==> src/rtl/char_proj_pkg.sv <==
// Shared types for the character-projection display path.
// Slot count, coordinate width, span bundle, FSM states, popcount helper.
package char_proj_pkg;

    localparam int CHAR_SLOTS = 8;
    localparam int COORD_W    = 12;

    typedef logic [COORD_W-1:0] coord_t;
    typedef logic [COORD_W:0]   wide_t;

    typedef struct packed {
        coord_t l;
        coord_t r;
    } span_t;

    typedef struct packed {
        logic [23:0] rgb;
        logic        hs;
        logic        vs;
        logic        de;
    } video_t;

    typedef enum logic [1:0] {
        IDLE,
        LOAD,
        SHOW
    } state_t;

    function automatic logic [3:0] count_ones(
        input logic [CHAR_SLOTS-1:0] bits
    );
        logic [3:0] n;
        n = '0;
        for (int i = 0; i < CHAR_SLOTS; i++) begin
            n = n + {3'b000, bits[i]};
        end
        return n;
    endfunction

endpackage

==> src/rtl/char_box_hit.sv <==
// Per-slot hit test: registered in-box and on-border flags for pixel (h,v).
// Ports: pixelclk, reset_n, h_span, v_span, h, v -> in_box, on_border.
module char_box_hit
    import char_proj_pkg::*;
#(
    parameter int BORDER_W = 2
) (
    input  logic   pixelclk,
    input  logic   reset_n,
    input  span_t  h_span,
    input  span_t  v_span,
    input  coord_t h,
    input  coord_t v,
    output logic   in_box,
    output logic   on_border
);

    localparam wide_t BW = wide_t'(BORDER_W);

    // One extra bit so coordinate + thickness never wraps at 4095.
    wide_t h_e, v_e, hl_e, hr_e, vl_e, vr_e;
    logic  in_box_d, in_box_q;
    logic  on_border_d, on_border_q;

    always_comb begin
        h_e  = {1'b0, h};
        v_e  = {1'b0, v};
        hl_e = {1'b0, h_span.l};
        hr_e = {1'b0, h_span.r};
        vl_e = {1'b0, v_span.l};
        vr_e = {1'b0, v_span.r};
        in_box_d = (h_e >= hl_e) && (h_e <= hr_e)
                && (v_e >= vl_e) && (v_e <= vr_e);
        on_border_d = in_box_d
                && ((h_e < hl_e + BW) || (h_e + BW > hr_e)
                 || (v_e < vl_e + BW) || (v_e + BW > vr_e));
    end

    always_ff @(posedge pixelclk or negedge reset_n) begin
        if (!reset_n) begin
            in_box_q    <= 1'b0;
            on_border_q <= 1'b0;
        end else begin
            in_box_q    <= in_box_d;
            on_border_q <= on_border_d;
        end
    end

    assign in_box    = in_box_q;
    assign on_border = on_border_q;

endmodule

==> src/rtl/char_box_overlay.sv <==
// Draws borders around up to 8 captured character boxes; 2-cycle video path.
// Ports: video in/out, coords i_hl*/i_hr*/i_vl/i_vr, o_box_cnt; o_slot when CHAR_SLOT_OUT_EN.
module char_box_overlay
    import char_proj_pkg::*;
#(
    parameter int          LATCH_FRAME = 3,
    parameter int          BORDER_W    = 2,
    parameter logic [23:0] BOX_COLOR   = 24'hFF0000
) (
    input  logic        pixelclk,
    input  logic        reset_n,
    input  logic [23:0] i_rgb,
    input  logic        i_hs,
    input  logic        i_vs,
    input  logic        i_de,
    input  logic [11:0] i_hcount,
    input  logic [11:0] i_vcount,
    input  logic        i_enable,
    input  logic [2:0]  i_frame_cnt,
    input  logic [11:0] i_hl1, i_hl2, i_hl3, i_hl4,
    input  logic [11:0] i_hl5, i_hl6, i_hl7, i_hl8,
    input  logic [11:0] i_hr1, i_hr2, i_hr3, i_hr4,
    input  logic [11:0] i_hr5, i_hr6, i_hr7, i_hr8,
    input  logic [11:0] i_vl,
    input  logic [11:0] i_vr,
    output logic [23:0] o_rgb,
    output logic        o_hs,
    output logic        o_vs,
    output logic        o_de,
    output logic [3:0]  o_box_cnt
`ifdef CHAR_SLOT_OUT_EN
    ,
    output logic [3:0]  o_slot
`endif
);

    span_t [CHAR_SLOTS-1:0] h_in;
    span_t                  v_in;
    logic  [CHAR_SLOTS-1:0] slot_ok;

    assign h_in = {{i_hl8, i_hr8}, {i_hl7, i_hr7},
                   {i_hl6, i_hr6}, {i_hl5, i_hr5},
                   {i_hl4, i_hr4}, {i_hl3, i_hr3},
                   {i_hl2, i_hr2}, {i_hl1, i_hr1}};
    assign v_in = {i_vl, i_vr};

    always_comb begin
        for (int k = 0; k < CHAR_SLOTS; k++) begin
            slot_ok[k] = (h_in[k].r > h_in[k].l)
                      && (h_in[k].r != '0)
                      && (v_in.r > v_in.l);
        end
    end

    // Capture control and frame-stable shadow bank.
    state_t                 state_d, state_q;
    logic                   vs_dly_d, vs_dly_q;
    span_t [CHAR_SLOTS-1:0] h_bank_d, h_bank_q;
    span_t                  v_bank_d, v_bank_q;
    logic  [CHAR_SLOTS-1:0] valid_d, valid_q;
    logic  [3:0]            box_cnt_d, box_cnt_q;
    logic                   capture;

    assign vs_dly_d = i_vs;
    assign capture  = !i_vs && vs_dly_q
                   && (i_frame_cnt == 3'(LATCH_FRAME));

    always_comb begin
        state_d   = state_q;
        h_bank_d  = h_bank_q;
        v_bank_d  = v_bank_q;
        valid_d   = valid_q;
        box_cnt_d = box_cnt_q;
        unique case (state_q)
            IDLE: begin
                if (capture && i_enable) state_d = LOAD;
            end
            LOAD: begin
                state_d   = SHOW;
                h_bank_d  = h_in;
                v_bank_d  = v_in;
                valid_d   = slot_ok;
                box_cnt_d = count_ones(slot_ok);
            end
            SHOW: begin
                if (capture) state_d = i_enable ? LOAD : IDLE;
            end
            default: state_d = IDLE;
        endcase
    end

    always_ff @(posedge pixelclk or negedge reset_n) begin
        if (!reset_n) begin
            state_q   <= IDLE;
            vs_dly_q  <= 1'b0;
            h_bank_q  <= '0;
            v_bank_q  <= '0;
            valid_q   <= '0;
            box_cnt_q <= '0;
        end else begin
            state_q   <= state_d;
            vs_dly_q  <= vs_dly_d;
            h_bank_q  <= h_bank_d;
            v_bank_q  <= v_bank_d;
            valid_q   <= valid_d;
            box_cnt_q <= box_cnt_d;
        end
    end

    // Stage 1: hit flags (inside char_box_hit) plus delayed video.
    logic [CHAR_SLOTS-1:0] in_box, on_border;

    for (genvar k = 0; k < CHAR_SLOTS; k++) begin : g_hit
        char_box_hit #(
            .BORDER_W (BORDER_W)
        ) u_hit (
            .pixelclk  (pixelclk),
            .reset_n   (reset_n),
            .h_span    (h_bank_q[k]),
            .v_span    (v_bank_q),
            .h         (i_hcount),
            .v         (i_vcount),
            .in_box    (in_box[k]),
            .on_border (on_border[k])
        );
    end

    video_t s1_d, s1_q;
    logic   show_d, show_q;

    always_comb begin
        s1_d   = '{rgb: i_rgb, hs: i_hs, vs: i_vs, de: i_de};
        show_d = (state_q == SHOW);
    end

    // Stage 2: colour mux. valid_q only moves at the end of LOAD,
    // and a LOAD-cycle pixel never has show set, so it lines up.
    video_t out_d, out_q;
    logic   border_hit;

    always_comb begin
        border_hit = |(on_border & in_box & valid_q);
        out_d      = s1_q;
        if (!s1_q.de) begin
            out_d.rgb = '0;
        end else if (show_q && border_hit) begin
            out_d.rgb = BOX_COLOR;
        end
    end

    always_ff @(posedge pixelclk or negedge reset_n) begin
        if (!reset_n) begin
            s1_q   <= '0;
            show_q <= 1'b0;
            out_q  <= '0;
        end else begin
            s1_q   <= s1_d;
            show_q <= show_d;
            out_q  <= out_d;
        end
    end

    assign o_rgb     = out_q.rgb;
    assign o_hs      = out_q.hs;
    assign o_vs      = out_q.vs;
    assign o_de      = out_q.de;
    assign o_box_cnt = box_cnt_q;

`ifdef CHAR_SLOT_OUT_EN
    logic [3:0] slot_d, slot_q;

    // Scan high to low so the lowest matching slot wins.
    always_comb begin
        slot_d = '0;
        if (show_q && s1_q.de) begin
            for (int k = CHAR_SLOTS - 1; k >= 0; k--) begin
                if (in_box[k] && valid_q[k]) slot_d = 4'(k + 1);
            end
        end
    end

    always_ff @(posedge pixelclk or negedge reset_n) begin
        if (!reset_n) slot_q <= '0;
        else          slot_q <= slot_d;
    end

    assign o_slot = slot_q;
`endif

endmodule

==> config.mk <==
export PLATFORM = sky130hd
export DESIGN_NAME = char_box_overlay
export DESIGN_NICKNAME = d
export VERILOG_FILES = /design/src/rtl/char_proj_pkg.sv /design/src/rtl/char_box_hit.sv /design/src/rtl/char_box_overlay.sv
export SDC_FILE = /design/constraint.sdc
export NUM_CORES = 1
export LEC_CHECK = 0
export ABC_AREA = 1
export BUFFER_PORTS_ARGS = -buffer_cell sky130_fd_sc_hd__buf_2
export CORE_UTILIZATION = 57
export DETAILED_ROUTE_END_ITERATION = 16
export PLACE_DENSITY = 0.79
export SLEW_MARGIN = 5
export SYNTH_ARGS = -nofsm -noshare
export SYNTH_HDL_FRONTEND = slang
export SYNTH_HIERARCHICAL = 1
export SYNTH_SLANG_ARGS = --single-unit
export TNS_END_PERCENT = 30
==> constraint.sdc <==
create_clock -name pixelclk -period 2.72 [get_ports pixelclk]
set_clock_uncertainty 0.15 [all_clocks]
set_input_delay 0.136 -clock pixelclk [delete_from_list [all_inputs] [get_ports pixelclk]]
set_output_delay 0.136 -clock pixelclk [all_outputs]
set_load 0.02 [all_outputs]
==> impl_metrics.csv, run 1 <==
group,metric,value,unit
status,status,"finished, violations left",
status,violations,"negative setup slack",
worst_setup_path,arrival,3.92,ns
timing,period_share,1.34,
min_path,hold_class,"input port to register",
worst_setup_path,timing.rr.start,"v_bank_q[13]$_DFFE_PN0N_",
yosys,syn_nets,6714,
worst_setup_path,cpMaxStageDelayCell,"fa_1",
global_route,grt_busiest_layer,"met2",
cells_and_area,layout_commonest_cell,"nand2_1",
timing,maxSlewViolCount,0,
die,die_w,263,µm
power,swShare,0.465,
timing,slew_headroom,0.469,
drt,routed_wl,125000,µm
global_route,grt_pass1_wl,203000,µm
die,die_h,263,µm
clocking,insertion_delay,0.57,ns
power,p_seq_frac,0.222,
drt,remaining_drc_errors,0,
clocking,clockBufferDepth,3,
drt,via_per_inst,5.53,
die,core_area,67400,µm²
cells_and_area,final_cell_mix,"1,356 x nand2_1, 987 x inv_1, 869 x ha_1, 445 x buf_4, 373 x nor2_1",
cells_and_area,fin_util,0.732,
worst_setup_path,cp-start-kind,"input port",
yosys,yosys_register_bits,301,
timing,finalSetupViolations,9,
worst_setup_path,path_max_fanout,2,
worst_setup_path,setup.worst_path.start,"i_hl1[8]",
global_route,grt_use_met1,0.423,
global_route,grt_max_degree,92,
yosys,yosys.cell_types.count,46,
power,leakage,29.6,nW
power,finalPower,29.6,mW
placed_design,port_buffers,303,
timing,hold_viol_final,0,
worst_setup_path,worstPathCellList,"buf_8 -> clkinvlp_4 -> ha_4 -> nand2_4 -> nor2_4 -> nand2_2 -> a21oi_2 -> nor2_2 -> nor2_4 -> buf_6 -> nand2_2 -> fa_1 -> fa_1 -> fa_2 -> inv_2 -> ha_4 -> inv_2 -> fa_2 -> o21ai_1",
timing,rsz0062_at_grt,"true",
worst_setup_path,critPathRequiredTime,2.99,ns
placed_design,hpwl,88400,µm
cells_and_area,fillers,4825,
clocking,cts_tree,"done",
power,power.switching,13.7,mW
yosys,synth_area,38900,µm²
cells_and_area,nets,7730,
clocking,htreeDepth,2,
power,p_per_area,599,nW/µm²
global_route,overflow,0,
placed_design,preCtsSetupSlack,-1.80,ns
drt,dr.pass1.iters,6,
min_path,hold_start,"i_frame_cnt[2]",
clocking,clk_pin_slew,0.06,ns
yosys,avgSynthCellArea,7.00,µm²
timing,layout_setup_ws,-0.925,ns
power,ir_worst_vdd,0.397,mV
clocking,cts.sinks,301,
placed_design,gp_congestion,0.946,
drt,drt_iter0_drc,3011,
global_route,grt_use_total,0.356,
yosys,yosysSeqAreaShare,0.194,
drt,wl_per_cell,16.7,µm
cells_and_area,syn_to_final_growth,26.8,%
yosys,synthCells,5558,
clocking,numCtsBuffers,36,
worst_setup_path,setup.worst_path.class,"input port to register",
timing,tightest_slew,0.797,ns
die,pin_count,304,
worst_setup_path,cp-end-kind,"register",
job,cap_violations,0,
worst_setup_path,cpLargestDelayFamily,"adder cells",
clocking,cts-root-buf,"clkbuf_16",
worst_setup_path,path_buf_inv,5,
cells_and_area,final_area,49300,µm²
global_route,use_met3,0.0540,
die,design.die.area,69300,µm²
drt,route.vias.total,41300,
worst_setup_path,slowest_delay,0.55,ns
global_route,grt_pass1_vias,42000,
yosys,yosys_warnings,6,
timing,clock.fmax,0.274,GHz
cells_and_area,drive_gt1_frac,0.160,
power,p_comb_frac,0.600,
die,start_util,0.577,
placed_design,dpl_cell_area,45400,µm²
power,p_clk_frac,0.178,
global_route,grt_use_met2,0.620,
die,placementRows,95,
global_route,grt_antenna_before_repair,3,
power,p_int,15.8,mW
timing,layout_min_cycle_time,3.64,ns
drt,antenna_left,0,
==> sequential cells by signal, summed over array words and instances (netlist names) <==
| name | count |
|---|---|
| state_q | 2 |
| v_bank_q | 24 |
| o_hs | 1 |
| o_vs | 1 |
| valid_q | 8 |
| out_d | 3 |
| h_bank_q | 192 |
| o_de | 1 |
| o_rgb | 24 |
| g_hit.u_hit/on_border | 8 |
| s1_q | 24 |
| show_q | 1 |
| o_box_cnt | 4 |
| g_hit.u_hit/in_box | 8 |
==> power by group through the flow <==
stage,registers (mW),clock network [mW],logic (mW)
floorplan,6.51,0,11.3
global placement,6.52,0,15.9
detailed placement,6.56,0,16.7
CTS,6.50,5.24,17.1
global route,6.66,5.45,20.2
finish,6.57,5.26,17.7
==> metrics by stage <==
step / hold WS (ns) / cells / TNS [ns]
2_1_floorplan: -0.310 / 5558 / -4.11
3_3_place_gp: -0.0545 / 7162 / -6.52
3_5_place_dp: -0.0548 / 7162 / -6.94
4_1_cts: 0.00762 / 7473 / -3.28
5_1_grt: 0.0572 / 7475 / -5.23
6_report: 0.0457 / 7476 / -3.49
==> path summary, 6_finish.rpt <==
path | end | slack, ns | cells after the start
worst min register to register | o_hs$_DFF_PN0_ | 0.24 | 0
max in group asynchronous | o_vs$_DFF_PN0_ | 1.86 | 3
worst max-delay path | o_box_cnt[1]$_DFFE_PN0N_ | -0.92 | 19
worst min-delay path | state_q[1]$_DFFE_PN0P_ | 0.05 | 5
worst max register to register | g_hit[2].u_hit/on_border$_DFF_PN0_ | -0.17 | 16
min in group asynchronous | o_rgb[17]$_DFF_PN0_ | 0.09 | 3
==> metal layers <==
layer / part of all wire / vias up / routed length, µm
met3: 0.075 / 498 / 9280
met4: 0.051 / 0 / 6350
li1: - / 20000 / -
met1: 0.40 / 19100 / 49900
met2: 0.47 / 1700 / 59000
met5: 0 / - / 0
==> tightest hold or removal path, delay by kind of cell <==
kind / cells / cell delay, ns
simple gates: 4 / 0.51
buf+inv: 1 / 0.07
==> what timing repair did <==
| action | CTS | global route |
|---|---|---|
| pin swaps | 10 | 11 |
| setup endpoints to repair | 9 | 12 |
| hold buffers | 247 | 0 |
| gates resized for setup | 17 | 30 |
| endpoints found under the hold margin | 546 | 0 |
| buffers inserted | 0 | 1 |
==> cells in the mapped netlist, drive strengths merged <==
cell type / number / area share
a21o: 27 / 0.0052
a21oi: 341 / 0.044
a31oi: 3 / 0.00048
a41oi: 1 / 0.00023
and2: 18 / 0.0029
and3: 5 / 0.00080
buf: 43 / 0.0059
clkbuf: 8 / 0.00077
clkinv: 2 / 0.00019
dfrtp: 301 / 0.19
fa: 4 / 0.0021
ha: 879 / 0.28
inv: 1019 / 0.098
nand2: 1389 / 0.14
nand3: 248 / 0.034
nand3b: 18 / 0.0035
nand4: 114 / 0.018
nor2: 436 / 0.047
nor2b: 1 / 0.00016
nor3: 110 / 0.018
nor3b: 5 / 0.0011
nor4: 5 / 0.00080
nor4b: 1 / 0.00039
o211ai: 3 / 0.00058
o21a: 26 / 0.0050
o21ai: 269 / 0.035
o21bai: 12 / 0.0023
or2: 21 / 0.0034
xnor2: 54 / 0.012
xor2: 195 / 0.044
==> cell type report <==
class                      count  area, µm²  area share
clock buffer                  46       1020      0.0207
multi-input combinational   4185      27600       0.559
clock inverter                19        230     0.00467
timing repair buffer        1029       8030       0.163
sequential                   301       7530       0.153
inverter                    1021       3860      0.0782
antenna                        2       5.00    0.000101
tap                          873       1090      0.0221
==> logic make-up (layout without fill, tap and decap cells) <==
logic type                 after synthesis  in the layout  share of synthesized area
adders and majority gates              883            883                      0.285
other                                    0              2                          0
buffers and inverters                 1072           2115                      0.105
AOI/OAI and AO/OA                      682            682                     0.0929
and+or+nand+nor                       2371           2371                      0.268
DFF                                    301            301                      0.194
xor gates and xnor gates               249            249                     0.0560
Note: power is estimated with default switching activity, not from simulation.
==> inputs of run 2 (changes only) <==
--- a/config.mk
+++ b/config.mk
@@ -6,7 +6,8 @@
 export NUM_CORES = 1
 export LEC_CHECK = 0
 export ABC_AREA = 1
-export BUFFER_PORTS_ARGS = -buffer_cell sky130_fd_sc_hd__buf_2
+export BUFFER_PORTS_ARGS = -buffer_cell sky130_fd_sc_hd__buf_4
+export CAP_MARGIN = 20
 export CORE_UTILIZATION = 57
 export DETAILED_ROUTE_END_ITERATION = 16
 export PLACE_DENSITY = 0.79
==> impl_metrics.csv, run 2 (synthesis results as in run 1) <==
group,metric,value,unit
status,status,"finished, violations left",
status,violations,"negative setup slack",
clocking,cts_tree,"done",
cells_and_area,syn_to_final_growth,28.8,%
placed_design,dpl_cell_area,45900,µm²
timing,tightest_slew,0.807,ns
drt,via_per_inst,5.57,
die,die_w,263,µm
global_route,grt_max_degree,83,
die,placementRows,95,
global_route,overflow,0,
timing,maxSlewViolCount,0,
placed_design,hpwl,90000,µm
timing,layout_min_cycle_time,3.59,ns
die,core_area,67400,µm²
cells_and_area,antenna_cells,0,
worst_setup_path,r2r-end,"g_hit[4].u_hit/on_border$_DFF_PN0_",
clocking,cts-root-buf,"clkbuf_16",
die,design.die.area,69300,µm²
cells_and_area,nets,7711,
die,pin_count,304,
worst_setup_path,arrival,3.93,ns
cells_and_area,top_register,"h_bank_q",
placed_design,preCtsSetupSlack,-1.55,ns
min_path,hold_class,"input port to asynchronous set/reset pin",
worst_setup_path,critPathRequiredTime,3.07,ns
power,ir_worst_vdd,0.408,mV
power,p_per_area,605,nW/µm²
timing,layout_setup_ws,-0.866,ns
worst_setup_path,timing.rr.start,"v_bank_q[13]$_DFFE_PN0N_",
timing,period_share,1.32,
power,leakage,29.8,nW
clocking,insertion_delay,0.58,ns
cells_and_area,largest_register_ffs,192,
drt,antenna_left,0,
drt,drt_iter0_drc,2916,
cells_and_area,final_cell_mix,"1,351 x nand2_1, 985 x inv_1, 863 x ha_1, 728 x buf_4, 365 x nor2_1",
placed_design,gp_congestion,0.952,
timing,hold_slack,0.0166,ns
global_route,grt_antenna_before_repair,0,
timing,hold_viol_final,0,
drt,dr.pass1.iters,9,
timing,rsz0062_at_grt,"true",
drt,route.vias.total,41500,
worst_setup_path,cp-start-kind,"input port",
cells_and_area,drive_gt1_frac,0.162,
timing,clock.fmax,0.279,GHz
timing,finalSetupViolations,8,
die,die_h,263,µm
drt,wl_per_cell,17.3,µm
clocking,clk_pin_slew,0.06,ns
placed_design,port_buffers,303,
power,finalPower,30.3,mW
worst_setup_path,r2r_slack,-0.20,ns
timing,slew_headroom,0.462,
job,cap_violations,0,
drt,remaining_drc_errors,0,
clocking,cts.sinks,301,
cells_and_area,final_area,50100,µm²
cells_and_area,layout_commonest_cell,"nand2_1",
global_route,grt_use_total,0.365,
worst_setup_path,setup.worst_path.class,"input port to register",
clocking,numCtsBuffers,37,
die,start_util,0.577,
clocking,clockBufferDepth,3,
worst_setup_path,path_max_fanout,2,
worst_setup_path,r2r_cells,15,
global_route,grt_pass1_wl,207000,µm
drt,routed_wl,129000,µm
global_route,grt_pass1_vias,42200,
clocking,htreeDepth,2,
worst_setup_path,cp-end-kind,"register",
timing,setup_tns,-3.26,ns
[run 2: changes by cell type in the layout (fill, tap and decap cells not counted), moves of 5 or more]
cell,change
buf_2,-301
buf_4,+283
ha_1,-6
ha_4,+7
nand2_1,-5
nor2_1,-8
nor2_2,+10
[run 2: worst max-delay path: stages]
cell and delay [ns]:
buf_8 0.07, clkinvlp_4 0.19, ha_4 0.34, nand2_4 0.05
nor2_4 0.08, buf_6 0.14, nand2_4 0.06, a21oi_2 0.15
nor2_2 0.07, nor2_4 0.20, nand2_2 0.08, fa_2 0.57
fa_1 0.44, fa_2 0.55, inv_2 0.05, ha_4 0.15
inv_2 0.05, fa_2 0.42, o21ai_1 0.12
[run 2: cell type report]
class                   count  area [µm²]
repair buffers           1009        8590
fillers                  4752       17300
clock buffers              46        1000
inverters                1021        3860
multi-input cells        4185       27700
flip-flops and latches    301        7530
clock inverters            20         338
well taps                 873        1090
[run 2: worst max path at each step]
stage	from	to	slack (ns)	cells past startpoint
finish	i_hl1[8]	o_box_cnt[1]$_DFFE_PN0N_	-0.87	19
global route	i_hl1[8]	o_box_cnt[1]$_DFFE_PN0N_	-0.94	19
CTS	i_hl1[8]	o_box_cnt[1]$_DFFE_PN0N_	-0.89	19
detailed placement	i_hl1[8]	o_box_cnt[1]$_DFFE_PN0N_	-1.55	20
global placement	i_hl1[8]	o_box_cnt[1]$_DFFE_PN0N_	-1.45	20
floorplan	i_vl[11]	o_box_cnt[1]$_DFFE_PN0N_	-0.93	18
[run 2: what timing repair did]
item,in CTS,in global routing
pin swaps,7,22
hold endpoints to repair,546,0
resized for setup,20,52
hold buffers,248,0
buffers inserted,0,3
endpoints found under the setup margin,12,12
[run 2: per-stage QoR]
stage | std cells | util
2_1_floorplan | 5558 | -
3_3_place_gp | 7140 | 0.682
3_5_place_dp | 7140 | 0.682
4_1_cts | 7453 | 0.740
5_1_grt | 7455 | 0.744
6_report | 7455 | 0.744
[run 2: where the power goes]
| group | leakage [nW] | internal [mW] | switching (mW) |
|---|---|---|---|
| Sequential | 3.33 | 5.51 | 1.05 |
| Combinational | 25.8 | 7.48 | 10.7 |
| Clock | 0.653 | 3.40 | 2.18 |
| Total | 29.8 | 16.4 | 13.9 |
[run 2: routing by layer]
metal	GRT usage	vias up	wire, µm
met5	0	-	0
met2	0.622	1796	60300
li1	-	20000	-
met4	0.205	0	7700
met1	0.439	19100	51100
met3	0.0565	614	9530
